File: src/rtl/rev_counter_param.sv
`default_nettype none
// ============================================================================
// Module   : rev_counter_param
// Purpose  : Reversible up/down counter with tick prescaler, load, modulus and
//            wrap/saturate mode.
// Revision : 1.0 - initial release
// ============================================================================
module rev_counter_param #(
  parameter int unsigned      WIDTH    = 16,
  parameter logic [WIDTH-1:0] MAX      = {WIDTH{1'b1}},
  parameter int unsigned      DIV      = 10_000_000,
  parameter bit               SATURATE = 1'b0
) (
  input  logic             clk,
  input  logic             RST_N,
  input  logic             en,
  input  logic             s,
  input  logic             load,
  input  logic [WIDTH-1:0] din,
  output logic [WIDTH-1:0] cnt,
  output logic             Rc,
  output logic             wrap,
  output logic             tick
);

  localparam int unsigned      DIV_W      = (DIV > 1) ? $clog2(DIV) : 1;
  localparam logic [DIV_W-1:0] C_DIV_LAST = DIV_W'(DIV - 1);

  logic [WIDTH-1:0] r_cnt;
  logic             r_wrap;
  logic [DIV_W-1:0] r_div_cnt;

  logic [WIDTH-1:0] w_cnt_nxt;
  logic             w_wrap_nxt;
  logic [DIV_W-1:0] w_div_nxt;
  logic [WIDTH-1:0] w_din_clamped;
  logic             w_tick;
  logic             w_at_max;
  logic             w_at_zero;

  // Equality against MAX avoids any MAX+1 term that would overflow WIDTH bits.
  assign w_at_max      = (r_cnt == MAX);
  assign w_at_zero     = (r_cnt == '0);
  assign w_din_clamped = (din > MAX) ? MAX : din;
  assign w_tick        = en && (r_div_cnt == C_DIV_LAST);

  always_comb begin
    w_cnt_nxt  = r_cnt;
    w_wrap_nxt = 1'b0;
    w_div_nxt  = r_div_cnt;
    if (load) begin
      w_cnt_nxt = w_din_clamped;
      w_div_nxt = '0;
    end else begin
      if (en) begin
        w_div_nxt = w_tick ? '0 : r_div_cnt + DIV_W'(1);
      end
      if (w_tick) begin
        if (s) begin
          if (!w_at_max) begin
            w_cnt_nxt = r_cnt + WIDTH'(1);
          end else if (!SATURATE) begin
            w_cnt_nxt  = '0;
            w_wrap_nxt = 1'b1;
          end
        end else begin
          if (!w_at_zero) begin
            w_cnt_nxt = r_cnt - WIDTH'(1);
          end else if (!SATURATE) begin
            w_cnt_nxt  = MAX;
            w_wrap_nxt = 1'b1;
          end
        end
      end
    end
  end

  always_ff @(posedge clk or negedge RST_N) begin
    if (!RST_N) begin
      r_cnt     <= '0;
      r_wrap    <= 1'b0;
      r_div_cnt <= '0;
    end else begin
      r_cnt     <= w_cnt_nxt;
      r_wrap    <= w_wrap_nxt;
      r_div_cnt <= w_div_nxt;
    end
  end

  assign cnt  = r_cnt;
  assign wrap = r_wrap;
  assign tick = w_tick;
  // Terminal count tracks s without waiting for a clock edge.
  assign Rc   = s ? w_at_max : w_at_zero;

endmodule
`default_nettype wire

File: config.mk
export PLATFORM = sky130hd
export DESIGN_NAME = rev_counter_param
export DESIGN_NICKNAME = d
export VERILOG_FILES = /design/src/rtl/rev_counter_param.sv
export SDC_FILE = /design/constraint.sdc
export NUM_CORES = 1
export LEC_CHECK = 0
export CAP_MARGIN = 20
export CORE_ASPECT_RATIO = 1.25
export CORE_MARGIN = 2
export CORE_UTILIZATION = 55
export CTS_CLUSTER_DIAMETER = 120
export DETAILED_ROUTE_END_ITERATION = 10
export PLACE_DENSITY = 0.8
export SYNTH_ARGS = -nofsm -noshare
export SYNTH_HDL_FRONTEND = slang
export SYNTH_SLANG_ARGS = --single-unit
File: constraint.sdc
create_clock -name clk -period 2.6 [get_ports clk]
set_input_delay 0.39 -clock clk [delete_from_list [all_inputs] [get_ports clk]]
set_output_delay 0.39 -clock clk [all_outputs]
set_load 0.005 [all_outputs]
==> metrics.cfg <==
[outcome]
status = complete, no violations

[placement]
place_hpwl_um = 6490
port_buffers = 39
dp.cells = 498
pre_cts_slack_ns = -0.0529
routabilityCongestion = 0.968
placed_area_mm2 = 0.00371

[synth]
synth-seq-cells = 41
yosysSeqAreaShare = 0.340
synth.distinct_cells = 59
synth_area_per_cell_um2 = 7.99
synth-edff-count = 0
netlist_area_mm2 = 0.00302
synth_flop_cell = dfrtp_1
yosysWarnings = 0
synth_nets = 403
async_reset_ff_frac = 1.00
synth_cells = 378

[worst_setup_path]
path_max_fanout = 4
worstSetupEndpointType = output port
cp.required_ns = 2.21
critPathLaunchType = flip-flop
worstSetupPathType = flip-flop to output port
crit_arrival_ns = 2.16

[timing]
finalCritPeriodShare = 0.981
setup_slack_ns = 0.0495
max-slew-margin-rel = 0.342
worstMarginPinSlew_ns = 0.988
rsz0062_at_grt = no
min_period_ns = 2.55
fmax_ghz = 0.392
holdWs_ns = 0.226
finalSetupViolations = 0
drv_slew = 0
setup-tns-final_ns = 0
hold_viol = 0
fin_skew_ns = 0.00695

[floorplanning]
coreArea_mm2 = 0.00537
rows = 30
io-pin-count = 40
initial_core_util = 0.563
die_w_um = 70.3
dieArea_mm2 = 0.00611
die_h_um = 86.9

[detailed_routing]
drc = 0
dr.first_iter.drc_count = 449
first_pass_iters = 6
wl_um = 8880
vias = 3210
wl_per_cell_um = 17.5
drtAntennaViolNets = 0
vias_per_cell = 6.33

[cts]
numCtsBuffers = 5
htree_levels = 2
clock_latency_ns = 0.30
clkSinkCount = 41
cts-root-buf = clkbuf_8
cts_tree = yes
clock_path_buffers = 2
cts.clk_slew.worst_paths_ns = 0.08

[hold_path]
hp-class = primary input to asynchronous set/reset pin

[global_routing]
grt_max_degree = 42
globalRouteTotalUtil = 0.299
antenna_found_initial = 0
globalRoute.totalOverflow = 0
grt_first_pass_wirelength_um = 14600
grt_pass1_vias = 3182

[finish]
layout_commonest_cell = nand2_1
final_util = 0.724
most-common-layout-cells = nand2_1, buf_4, nor2_1
fillCellCount = 409
fin_area_mm2 = 0.00388
drive_gt1_frac = 0.172
num_antenna_cells = 0
syn_to_final_growth_pct = 28.6
fin_cells = 507
fin_nets = 467

[power_and_ir_drop]
p_total_mw = 1.52
ir_drop_mv = 0.307
p_leak_nw = 1.52
power_per_cell_area_mw_per_mm2 = 391

[flow_run]
drv_cap = 0

==> power breakdown <==
group	total, mW	switching (mW)	leakage, nW	internal (mW)
Sequential	0.707	0.0429	0.534	0.664
Combinational	0.384	0.200	0.946	0.185
Clock	0.428	0.241	0.0450	0.187
Total	1.52	0.484	1.52	1.04
==> synthesized netlist by cell type, drive strengths merged, types with 2 or more instances <==
library cell | instances | area, um^2
a41o | 3 | 30.0
nand4b | 2 | 17.5
a22o | 2 | 17.5
o31ai | 5 | 42.5
a221oi | 3 | 26.3
nand3 | 13 | 65.1
or3 | 8 | 50.1
o211ai | 3 | 22.5
nand4 | 14 | 93.8
a31oi | 7 | 43.8
o2111ai | 4 | 35.0
nand2b | 2 | 12.5
nor3 | 22 | 115
nor2 | 39 | 146
mux2i | 2 | 20.0
o311ai | 2 | 17.5
or4 | 5 | 45.0
o21a | 2 | 15.0
xor2 | 6 | 52.6
o21ai | 12 | 60.1
nor4b | 5 | 43.8
xnor2 | 22 | 193
or4b | 2 | 20.0
nor3b | 2 | 15.0
nand2 | 45 | 169
dfrtp | 41 | 1030
buf | 5 | 25.0
clkbuf | 19 | 71.3
or2 | 5 | 31.3
nor4 | 12 | 90.1
inv | 19 | 71.3
and2 | 3 | 18.8
o22ai | 6 | 37.5
a21oi | 12 | 60.1
nor2b | 2 | 12.5
ha | 4 | 50.1
a311oi | 3 | 26.3
nand3b | 2 | 15.0
and4 | 3 | 26.3
==> registers in the layout, summed over array words and instances, names as in the netlist <==
register	flops
wrap	1
r_div_cnt	24
cnt	16
==> layer usage <==
metal	wire length, um	global-route usage	share of wire
met5	0	0	0
met4	304	0.140	0.034
met3	553	0.0382	0.062
met2	4580	0.554	0.52
met1	3450	0.338	0.39
==> logic make-up (layout without fill, tap and decap cells) <==
logic type / after synthesis / in the layout / share of synthesized area
compound gates: 72 / 72 / 0.169
xor+xnor: 28 / 28 / 0.0812
fa+ha+maj: 4 / 4 / 0.0166
buf+inv: 44 / 109 / 0.0567
flops: 41 / 41 / 0.340
mux: 2 / 2 / 0.00663
simple gates: 187 / 187 / 0.330
==> final timing paths <==
| path | startpoint | to | slack [ns] | depth (start not counted) |
|---|---|---|---|---|
| max | r_div_cnt[22] | tick | 0.05 | 5 |
| min | RST_N | cnt[6] | 0.23 | 1 |
| max reg2reg | r_div_cnt[1] | cnt[13] | 0.27 | 6 |
| min reg2reg | r_div_cnt[23] | r_div_cnt[23] | 0.58 | 2 |
| max in group asynchronous | RST_N | r_div_cnt[0] | 1.68 | 1 |
| min in group clk | r_div_cnt[23] | r_div_cnt[23] | 0.58 | 2 |
==> timing repair <==
item                                    4_1_cts  5_1_grt
hold buffers                                  0        0
pin swaps                                     0        2
endpoints found under the setup margin        2        2
setup buffers                                 1        0
gates resized for setup                       5       14
==> final cells by class <==
type,count,area (um^2),area share
Tap cell,64,80.1,0.0206
Inverter,20,75.1,0.0193
Clock buffer,6,72.6,0.0187
Clock inverter,2,10.0,0.00258
Timing Repair Buffer,81,716,0.184
Multi-Input combinational cell,293,1900,0.489
Sequential cell,41,1030,0.265
==> critical path: stages, from the launching register on <==
cell             delay (ns)
dfrtp_1                0.43
or4_4                  0.55
nor3_4                 0.22
nand2_2                0.09
inv_2                  0.07
clkdlybuf4s50_1        0.49
(Power assumes the default switching activity.)
==> edit (same settings) <==
The parameter `DIV` goes from 10_000_000 to 20_000_000.
--- a/src/rtl/rev_counter_param.sv
+++ b/src/rtl/rev_counter_param.sv
@@ -10,3 +10,3 @@
   parameter logic [WIDTH-1:0] MAX      = {WIDTH{1'b1}},
-  parameter int unsigned      DIV      = 10_000_000,
+  parameter int unsigned      DIV      = 20_000_000,
   parameter bit               SATURATE = 1'b0
Behaviour: same outputs for any inputs over 10 cycles, from zero or initial values and one cycle with RST_N low; that may be too few to reach the edited logic, so the function may still have changed.
==> edit against the unedited design <==
Die area increased by 1.1%. Synthesized area increased by 1.2%. Combinational power increased by 15%. Cell area increased by 3.5%. Setup slack got worse by 0.046 ns. Clock skew increased by 0.0044 ns. Sequential share of layout area decreased by 0.40 points. Routed wire length increased by 10%. Count of clock-buffer cells in the layout unchanged. Total power increased by 11%. Worst hold slack improved by 0.011 ns. Maximum frequency decreased by 1.8%. Sequential cell count increased by 1.
==> edit: results (changes against the unedited design) <==
[pwr]
comb_power_mw=0.441  ; was 0.384 mW
p_int_mw=1.18  ; was 1.04 mW
ir_worst_vdd_mv=0.338  ; was 0.307 mV
p_leak_nw=1.61  ; was 1.52 nW

[place]
placedCellCount=502  ; was 498
gp_congestion=1.02  ; was 0.968
post-place-ws_ns=-0.173  ; was -0.0529 ns
dpl_cell_area_sq_um=3850  ; was 3710 sq um

[yosys]
syn_area_per_cell_sq_um=8.33  ; was 7.99 sq um
synth_nets=392  ; was 403
ys_types=64  ; was 59
synth_top_cells_by_count=dfrtp_1 (42), nor2_1 (37), nand2_1 (25), clkbuf_1 (18), nand3_1 (18)  ; was nand2_1 (45), dfrtp_1 (41), nor2_1 (39), xnor2_1 (22), nor3_1 (21)
ys_seq_area_frac=0.344  ; was 0.340
synthAdderAreaFrac=0.0164  ; was 0.0166

[global_route]
grt_pass1_wl_um=16300  ; was 14,600 um
grtUsageTotal=0.338  ; was 0.299
met2_usage=0.611  ; was 0.554
grtUsageMet3=0.0451  ; was 0.0382

[setup_path]
r2r_cells=7  ; was 6
crit_path_max_fanout=3  ; was 4
reg2reg_slack_ns=0.10  ; was 0.27 ns

[sta]
holdWs_ns=0.237  ; was 0.226 ns
finalClockSkew_ns=0.0113  ; was 0.00695 ns
tightest_slew_ns=0.979  ; was 0.988 ns

[final_layout]
largest_reg_flops=25  ; was 24
drive_gt1_frac=0.197  ; was 0.172

[route]
viasPerCell=6.57  ; was 6.33
route.layer.met1.wl_um=3660  ; was 3450 um
met2_length_um=5090  ; was 4580 um

[outcome]
status=finished, final reports clean  ; unchanged

## edit: cell count changes after synthesis, moves of 6 or more
cell | before | now
o31ai_1 | 4 | 10
and3_1 | 0 | 8
xnor2_1 | 22 | 15
nand2_1 | 45 | 25
nor3_1 | 21 | 13
inv_1 | 18 | 11
## edit: cells by family (layout without fill, tap and decap cells)
| family | Yosys count | count (layout) |
|---|---|---|
| AND/OR/NAND/NOR | 170 | 170 |
| AO/OA/AOI/OAI | 85 | 85 |
| flip-flops | 42 | 42 |
| buffers and inverters | 39 | 123 |
| XOR/XNOR | 26 | 26 |
| adder cells (fa/ha/maj) | 4 | 4 |
| multiplexers | 1 | 1 |
## edit: final cells by class
cell class,instances,area share
inverters,13,0.0124
flip-flops and latches,42,0.261
clock buffers,6,0.0180
well taps,64,0.0199
clock inverters,2,0.00933
multi-input cells,286,0.465
repair buffers,102,0.213
## edit: repair_timing
action / 4_1_cts / 5_1_grt
gates resized for setup: 9 / 5
setup buffers: 5 / 0
setup endpoints to repair: 3 / 3
pin swaps: 6 / 3
